`config.mk`:
```
export PLATFORM = sky130hd
export DESIGN_NAME = scan_addr_gen
export DESIGN_NICKNAME = d
export VERILOG_FILES = /design/src/rtl/scan_pkg.sv /design/src/rtl/scan_timer.sv /design/src/rtl/scan_addr_gen.sv
export SDC_FILE = /design/constraint.sdc
export NUM_CORES = 1
export LEC_CHECK = 0
export ABC_AREA = 1
export CAP_MARGIN = 5
export CORE_MARGIN = 1.5
export CORE_UTILIZATION = 35
export DETAILED_ROUTE_END_ITERATION = 8
export PLACE_DENSITY = 0.54
export SYNTH_ARGS = -nofsm -noshare
export SYNTH_HDL_FRONTEND = slang
export SYNTH_SLANG_ARGS = --single-unit
export TNS_END_PERCENT = 1
```
`constraint.sdc`:
```
create_clock -name clk -period 1.6 [get_ports clk]
set_input_delay 0.24 -clock clk [delete_from_list [all_inputs] [get_ports clk]]
set_output_delay 0.24 -clock clk [all_outputs]
set_load 0.03 [all_outputs]
```
`src/rtl/scan_pkg.sv`:
```
// Shared definitions for the decoder scan address generator: state encoding,
// decoder enable triplets per state, and the address/timer widths.
package scan_pkg;

    localparam int ADDR_W  = 3;
    // Wide enough to hold a reload value of 255 (dwell or blank of 256 cycles)
    localparam int TIMER_W = 8;

    typedef enum logic [1:0] {
        ST_IDLE   = 2'd0,
        ST_ACTIVE = 2'd1,
        ST_BLANK  = 2'd2
    } state_t;

    // Decoder enables packed as {G, G2A, G2B}
    localparam logic [2:0] EN_IDLE   = 3'b011;
    localparam logic [2:0] EN_ACTIVE = 3'b100;
    localparam logic [2:0] EN_BLANK  = 3'b110;

    function automatic logic [2:0] enablesFor(input state_t s);
        logic [2:0] triplet;
        triplet = EN_IDLE;
        case (s)
            ST_ACTIVE: triplet = EN_ACTIVE;
            ST_BLANK:  triplet = EN_BLANK;
            default:   triplet = EN_IDLE;
        endcase
        return triplet;
    endfunction

endpackage

```
`src/rtl/scan_timer.sv`:
```
// Loadable down-counter used to time the dwell and blanking phases.
// It is loaded with (length-1) on phase entry and reports done at zero,
// so a phase lasts exactly length cycles.
module scan_timer
    import scan_pkg::*;
(
    input  logic               clk,
    input  logic               rst,
    input  logic               i_load,
    input  logic [TIMER_W-1:0] i_loadVal,
    input  logic               i_clear,
    output logic               o_done
);

    logic [TIMER_W-1:0] r_count;

    // Clear wins over load; otherwise count down and rest at zero
    always_ff @(posedge clk) begin
        if (rst) begin
            r_count <= '0;
        end else if (i_clear) begin
            r_count <= '0;
        end else if (i_load) begin
            r_count <= i_loadVal;
        end else if (r_count != '0) begin
            r_count <= r_count - 1'b1;
        end
    end

    assign o_done = (r_count == '0);

endmodule

```
`src/rtl/scan_addr_gen.sv`:
```
// Scan address generator for a 74138-style 3-8 decoder. Steps the select
// address through all eight outputs, holding each for DIV cycles with the
// decoder enabled and separating dwells with BLANK disabled cycles so the
// address only ever moves while the decoder is off.
module scan_addr_gen
    import scan_pkg::*;
#(
    parameter int DIV   = 4,
    parameter int BLANK = 1
) (
    input  logic              clk,
    input  logic              rst,
    input  logic              en,
    input  logic              dir,
    input  logic              load,
    input  logic [ADDR_W-1:0] load_val,
    output logic              C,
    output logic              B,
    output logic              A,
    output logic              G,
    output logic              G2A,
    output logic              G2B,
    output logic              step,
    output logic              wrap
);

    localparam logic [TIMER_W-1:0] DIV_RELOAD   = TIMER_W'(DIV - 1);
    localparam logic [TIMER_W-1:0] BLANK_RELOAD = TIMER_W'(BLANK - 1);

    state_t              r_state;
    state_t              w_nextState;
    logic [ADDR_W-1:0]   r_addr;
    logic [ADDR_W-1:0]   w_nextAddr;
    logic                w_advance;

    logic                w_timerLoad;
    logic                w_timerClear;
    logic [TIMER_W-1:0]  w_timerVal;
    logic                w_timerDone;

    logic [2:0]          w_enables;
    logic                w_step;
    logic                w_wrap;
    logic [2:0]          r_enables;
    logic                r_step;
    logic                r_wrap;

    scan_timer u_timer (
        .clk       (clk),
        .rst       (rst),
        .i_load    (w_timerLoad),
        .i_loadVal (w_timerVal),
        .i_clear   (w_timerClear),
        .o_done    (w_timerDone)
    );

    // State and address registers
    always_ff @(posedge clk) begin
        if (rst) begin
            r_state <= ST_IDLE;
            r_addr  <= '0;
        end else begin
            r_state <= w_nextState;
            r_addr  <= w_nextAddr;
        end
    end

    // Next state, next address and timer control; load outranks en, en outranks the timer
    always_comb begin
        w_nextState  = r_state;
        w_nextAddr   = r_addr;
        w_advance    = 1'b0;
        w_timerLoad  = 1'b0;
        w_timerClear = 1'b0;
        w_timerVal   = DIV_RELOAD;
        if (load) begin
            w_nextAddr = load_val;
            if (en) begin
                w_nextState = ST_BLANK;
                w_timerLoad = 1'b1;
                w_timerVal  = BLANK_RELOAD;
            end else begin
                w_nextState  = ST_IDLE;
                w_timerClear = 1'b1;
            end
        end else if (!en) begin
            w_nextState  = ST_IDLE;
            w_timerClear = 1'b1;
        end else begin
            case (r_state)
                ST_IDLE: begin
                    w_nextState = ST_ACTIVE;
                    w_timerLoad = 1'b1;
                    w_timerVal  = DIV_RELOAD;
                end
                ST_ACTIVE: begin
                    if (w_timerDone) begin
                        w_nextState = ST_BLANK;
                        w_advance   = 1'b1;
                        w_nextAddr  = dir ? (r_addr - 1'b1) : (r_addr + 1'b1);
                        w_timerLoad = 1'b1;
                        w_timerVal  = BLANK_RELOAD;
                    end
                end
                ST_BLANK: begin
                    if (w_timerDone) begin
                        w_nextState = ST_ACTIVE;
                        w_timerLoad = 1'b1;
                        w_timerVal  = DIV_RELOAD;
                    end
                end
                default: begin
                    w_nextState  = ST_IDLE;
                    w_timerClear = 1'b1;
                end
            endcase
        end
    end

    // Next values of the registered outputs, decoded from the upcoming state
    always_comb begin
        w_enables = enablesFor(w_nextState);
        w_step    = w_advance;
        w_wrap    = w_advance && (dir ? (r_addr == '0) : (r_addr == '1));
    end

    // Output registers so nothing reaches the pins combinationally from inputs
    always_ff @(posedge clk) begin
        if (rst) begin
            r_enables <= EN_IDLE;
            r_step    <= 1'b0;
            r_wrap    <= 1'b0;
        end else begin
            r_enables <= w_enables;
            r_step    <= w_step;
            r_wrap    <= w_wrap;
        end
    end

    assign {C, B, A}     = r_addr;
    assign {G, G2A, G2B} = r_enables;
    assign step          = r_step;
    assign wrap          = r_wrap;

endmodule

```
* Word level (Yosys, flattened, before mapping)
Index checks and enable logic that the tools add are counted.
** Word-level totals
- Bits in registers :: 18
- Output and inout port bits :: 8
- Bits of input ports :: 8
- Word-level logic and storage cells :: 59
** Cells by class
- Mux-type cells :: 32
- Eq/ne operators :: 5
- Reductions and logical operators :: 13
- $add $sub $neg :: 3
** Operators with widths (count)
- 8-bit two-way mux :: 3
- 2-bit two-way mux :: 9
- 3-bit two-way mux :: 5
- 1-bit two-way mux :: 12
- 8-bit logical NOT :: 1
- 2-bit nonzero test :: 4
- 8-bit nonzero test :: 1
- 8-bit by 1-bit subtractor with 8-bit output (second input constant) :: 1
- 2-bit one-hot mux with 3 select lines :: 1
- 3-bit one-hot mux with 2 select lines :: 1
- 2-bit by 1-bit == test with 1-bit output (second input constant) :: 2
- 2-bit == test (second input constant) :: 2
- 2-bit OR reduction :: 2
- 3-bit by 1-bit adder with 3-bit output (second input constant) :: 1
- 3-bit == test (second input constant) :: 1
- 3-bit logical NOT :: 1
- 3-bit AND reduction :: 1
- 3-bit OR reduction :: 1
- 3-bit by 1-bit subtractor with 3-bit output (second input constant) :: 1
- 2-bit logical NOT :: 1
- 1-bit one-hot mux with 2 select lines :: 1
- 1-bit logical AND :: 1

* Longest topological paths before layout
- Depth after elaboration :: 7
- Gate-level depth with buffers :: 11
- Mapped depth without buffers :: 11

* Hierarchy
A second synthesis with hierarchy kept.
** Second synthesis, totals
- Cell total of the unflattened synthesis :: 162
- Area, all modules :: 1167.4 µm²
** Modules (own cells, without submodules)
- scan_addr_gen :: cells each 83, sequential area each 200.2 µm², instances 1, area each 613.1 µm²
- scan_timer :: cells each 79, sequential area each 160.2 µm², instances 1, area each 554.3 µm²

* Worst setup path after synthesis
Ideal clock, no wire load.
- Path kind :: register to register
- Start :: register r_addr[0]
- End :: register r_addr[1]
- Buffers on the path :: 0
- Library setup time :: 0.070 ns
- Period minus slack after synthesis :: 1.497 ns
- Data arrival time :: 1.427 ns
- Required time :: 1.530 ns
- Setup slack :: 0.103 ns
- Stages on the path, launching flop included :: 6
- Path through :: dfxtp_1 -> inv_1 -> fa_1 -> o21ai_0 -> nand2_1 -> a21oi_1
** Between the ends
- Longest elaborated chain between the ends :: 6
- Elaborated cells between the ends (all ways) :: 7
- Classes of those cells :: add/sub: 2; mux: 5
** RTL lines
- from (decl) :: RTL line scan_addr_gen.sv:32 : logic [ADDR_W-1:0] r_addr;
- from (signal assigned) :: RTL line scan_addr_gen.sv:64 : r_addr <= w_nextAddr;
- 3-bit by 1-bit adder with 3-bit output / 3-bit by 1-bit subtractor with 3-bit output (equally long branches) :: RTL line scan_addr_gen.sv:100 : w_nextAddr = dir ? (r_addr - 1'b1) : (r_addr + 1'b1);
- 3-bit two-way mux (*) :: RTL line scan_addr_gen.sv:100
- 3-bit two-way mux (*) :: RTL line scan_addr_gen.sv:97 : if (w_timerDone) begin
- 3-bit two-way mux (*) :: RTL line scan_addr_gen.sv:90 : case (r_state)
- 3-bit two-way mux (*) :: RTL line scan_addr_gen.sv:86 : end else if (!en) begin
- 3-bit two-way mux (*) :: RTL line scan_addr_gen.sv:76 : if (load) begin
Every way passes the cells marked *; elsewhere a longest branch is shown, timed or not. The select of a mux whose other input is x is not followed.
A chain may end at the register's enable or synchronous reset.

* Worst setup path in the final report
- Start :: register r_enables[0]
- End :: output G2B
** RTL lines
- from (decl) :: RTL line scan_addr_gen.sv:44 : logic [2:0] r_enables;
- from (signal assigned) :: RTL line scan_addr_gen.sv:134 : r_enables <= w_enables;
- to (decl) :: RTL line scan_addr_gen.sv:22 : output logic G2B,
No word-level cell between the ends.

==> metrics.txt <==
Hold Vio Cnt, Final=0; Non-Filler Instances=205; CP Cell Sequence=clkdlybuf4s50_1; Synth cell types=26; Max-cap violations=0; number of flops mapped to enable cells by yosys=0; largest net degree at the start of global routing=10; Leakage=0.6569 nW; Worst Hold Class=reg2reg; global placement routability congestion=0.8664; count leader, synth=nand2_1; kind of cell adding the most delay to the critical path=buffers and inverters; hold worst-path end=r_addr[1]; global-route wire length before repair=3891 microns; clk slew on worst S/H paths=0.10 ns; syn nets=156; Final Cycle Share=95.24%; number of port buffers=15; slowest cell delay on critical path=0.66 ns; vias per cell=4.634; Max VDD drop=0.6208 mV; startpoint types=flip-flop; Final ANT Viol Nets=0; path depth of the worst reg2reg path=9; Design Power=1.428 mW; Syn Inst Count=142; dominant cell type by area after synthesis=dfxtp_1; via count=950; CP Buf/Inv Count=1; Hold Crit Depth=2; worst reg2reg setup slack=0.12 ns; Die Footprint=3318 sq um; Req. time, crit path=1.36 ns; io pins=16; fraction of layout cells with a size suffix above 1=25.86%; First-pass DRT Iterations=4; total CTS buffers=3; cts-stage hold buffer count=0; arrival time worst endpoint=1.28 ns; routed wire length per instance=9.907 microns; FF-to-FF End=u_timer.r_count[4]; # DRC=0; maximum clock rate=656.2 MHz; average size of a mapped cell=7.349 sq um; CORE AREA=2781 sq um; violation count after the first detailed-routing iteration=40; hold_sp=r_addr[1]; CTS tree=yes; initial core utilization=37.52%; Clock Skew=0.008206 ns; Netlist Area Pre-Place=1044 sq um; remaining global-route overflow=0; CTS Sinks=18; area share of the largest cell type after synthesis=34.53%; Worst path slowest cell=clkdlybuf4s50_1; ant diodes=0; max-slew violations=0; chip width=57.60 microns; Seq cells post-synth=18; FP Rows=19; clock latency on the worst-skew pair=0.29 ns; Reg-to-Reg Start=u_timer.r_count[1]; total track usage=14.87%; Area growth syn-to-layout=32.85%; Rel. slew slack=79.01%; CP Class=reg2out; Post-DP HPWL=1669 microns; pwr/cell area=1030 nW/um^2; actual slew at the worst max-slew pin=0.3139 ns; top_reg_cell synth=dfxtp_1; Final Setup Violations=0; run status=completed; part of the Yosys area used for sequential elements=34.53%; initial antenna violation count=0; H-tree lvl count=1; Fillers=281; yosys synthesis warning count=0; Final nets=190; top cells by count, synth=nand2_1, inv_1, dfxtp_1, nor2_1; crit path time final=1.524 ns; placed instance count=202; Die Y=57.60 microns; asr flop ratio synth=0%; total wire length=2031 microns; Crit Path Max Fanout=1; CTS root buf=clkbuf_4; Max Root-Sink Buffers=2; vias in the first global route=957; Synth area leaders=dfxtp_1, nand2_1, inv_1; Worst Setup End Kind=output port
## power breakdown
group	internal, mW	switching (mW)	leakage, nW
registers	0.492	0.0311	0.148
logic	0.297	0.384	0.495
clock network	0.0875	0.137	0.0138
## flip-flops by register name, summed over array words and instances (netlist names)
signal / cells
r_addr: 3
r_enables: 3
r_state: 2
step: 1
u_timer.r_count: 8
wrap: 1
## layout by cell type (no fill, tap or decap), types with 2 or more instances in the layout
cell type / Yosys / layout
nor2_2: 3 / 5
clkdlybuf4s50_1: 0 / 12
o21ai_0: 8 / 7
nand2_2: 5 / 7
nand3_1: 8 / 8
nand2_1: 28 / 25
dfxtp_1: 18 / 17
a21oi_1: 8 / 8
ha_1: 5 / 4
nor2_1: 18 / 15
xnor2_1: 2 / 2
nand2_4: 2 / 3
clkbuf_4: 0 / 3
nor2_4: 2 / 3
buf_4: 0 / 15
inv_1: 22 / 22
dlygate4sd2_1: 0 / 3
## worst max-delay path by stage
stage,from,cells after the start,slack (ns),end
floorplan,r_addr[0],5,0.10,r_addr[1]
global placement,dir,6,-0.06,r_addr[1]
detailed placement,dir,6,-0.08,r_addr[1]
CTS,u_timer.r_count[1],9,-0.001,u_timer.r_count[4]
global route,u_timer.r_count[1],11,-0.005,u_timer.r_count[7]
finish,r_enables[0],1,0.08,G2B
## cell families (layout without fill, tap and decap cells)
| logic type | count (synthesis) | in the layout | share of synthesized area (%) |
|---|---|---|---|
| simple gates | 71 | 71 | 33.33 |
| buf+inv | 23 | 55 | 8.993 |
| compound gates | 22 | 22 | 13.55 |
| flops | 18 | 18 | 34.53 |
| fa+ha+maj | 6 | 6 | 7.914 |
| xor+xnor | 2 | 2 | 1.679 |
## tightest hold or removal path, cell delays in order, from the launching register on
cell and delay, ns:
dfxtp_1 0.34, nand2_1 0.07, a21oi_1 0.05
## cell type report
type                            count  area [sq um]  area share (%)
Clock buffer                        3         22.52           1.625
Inverter                           22         82.58           5.957
Multi-Input combinational cell    101         621.8           44.86
Sequential cell                    18         361.6           26.08
Tap cell                           31         38.79           2.798
Timing Repair Buffer               30         259.0           18.68
## metrics by stage
step	TNS, ns	setup WS, ns	hold slack [ns]	area, sq um	utilization (%)
final	0	0.07617	0.4900	1386	49.84
after global routing	-0.005486	-0.005486	0.5240	1386	49.84
after CTS	-0.001111	-0.001111	0.4915	1358	48.81
after detailed placement	-0.2550	-0.07672	0.4764	1334	47.95
after global placement	-0.1055	-0.06265	0.4726	1334	47.95
after floorplan	0	0.1030	0.3069	1044	-
## timing repair
item                       4_1_cts  5_1_grt
gates resized for setup          5       10
cloned                           0        0
setup endpoints to repair        5        6
pin swaps                        0        1
setup buffers                    0        0
## layer usage
metal / vias to the layer above / global-route usage, % / wire length [microns]
li1: 510 / - / -
met1: 426 / 18.55 / 979
met2: 12 / 25.16 / 981
met3: 2 / 4.082 / 60
met4: 0 / 3.987 / 10
met5: - / 0 / 0
(Power assumes the default switching activity.)
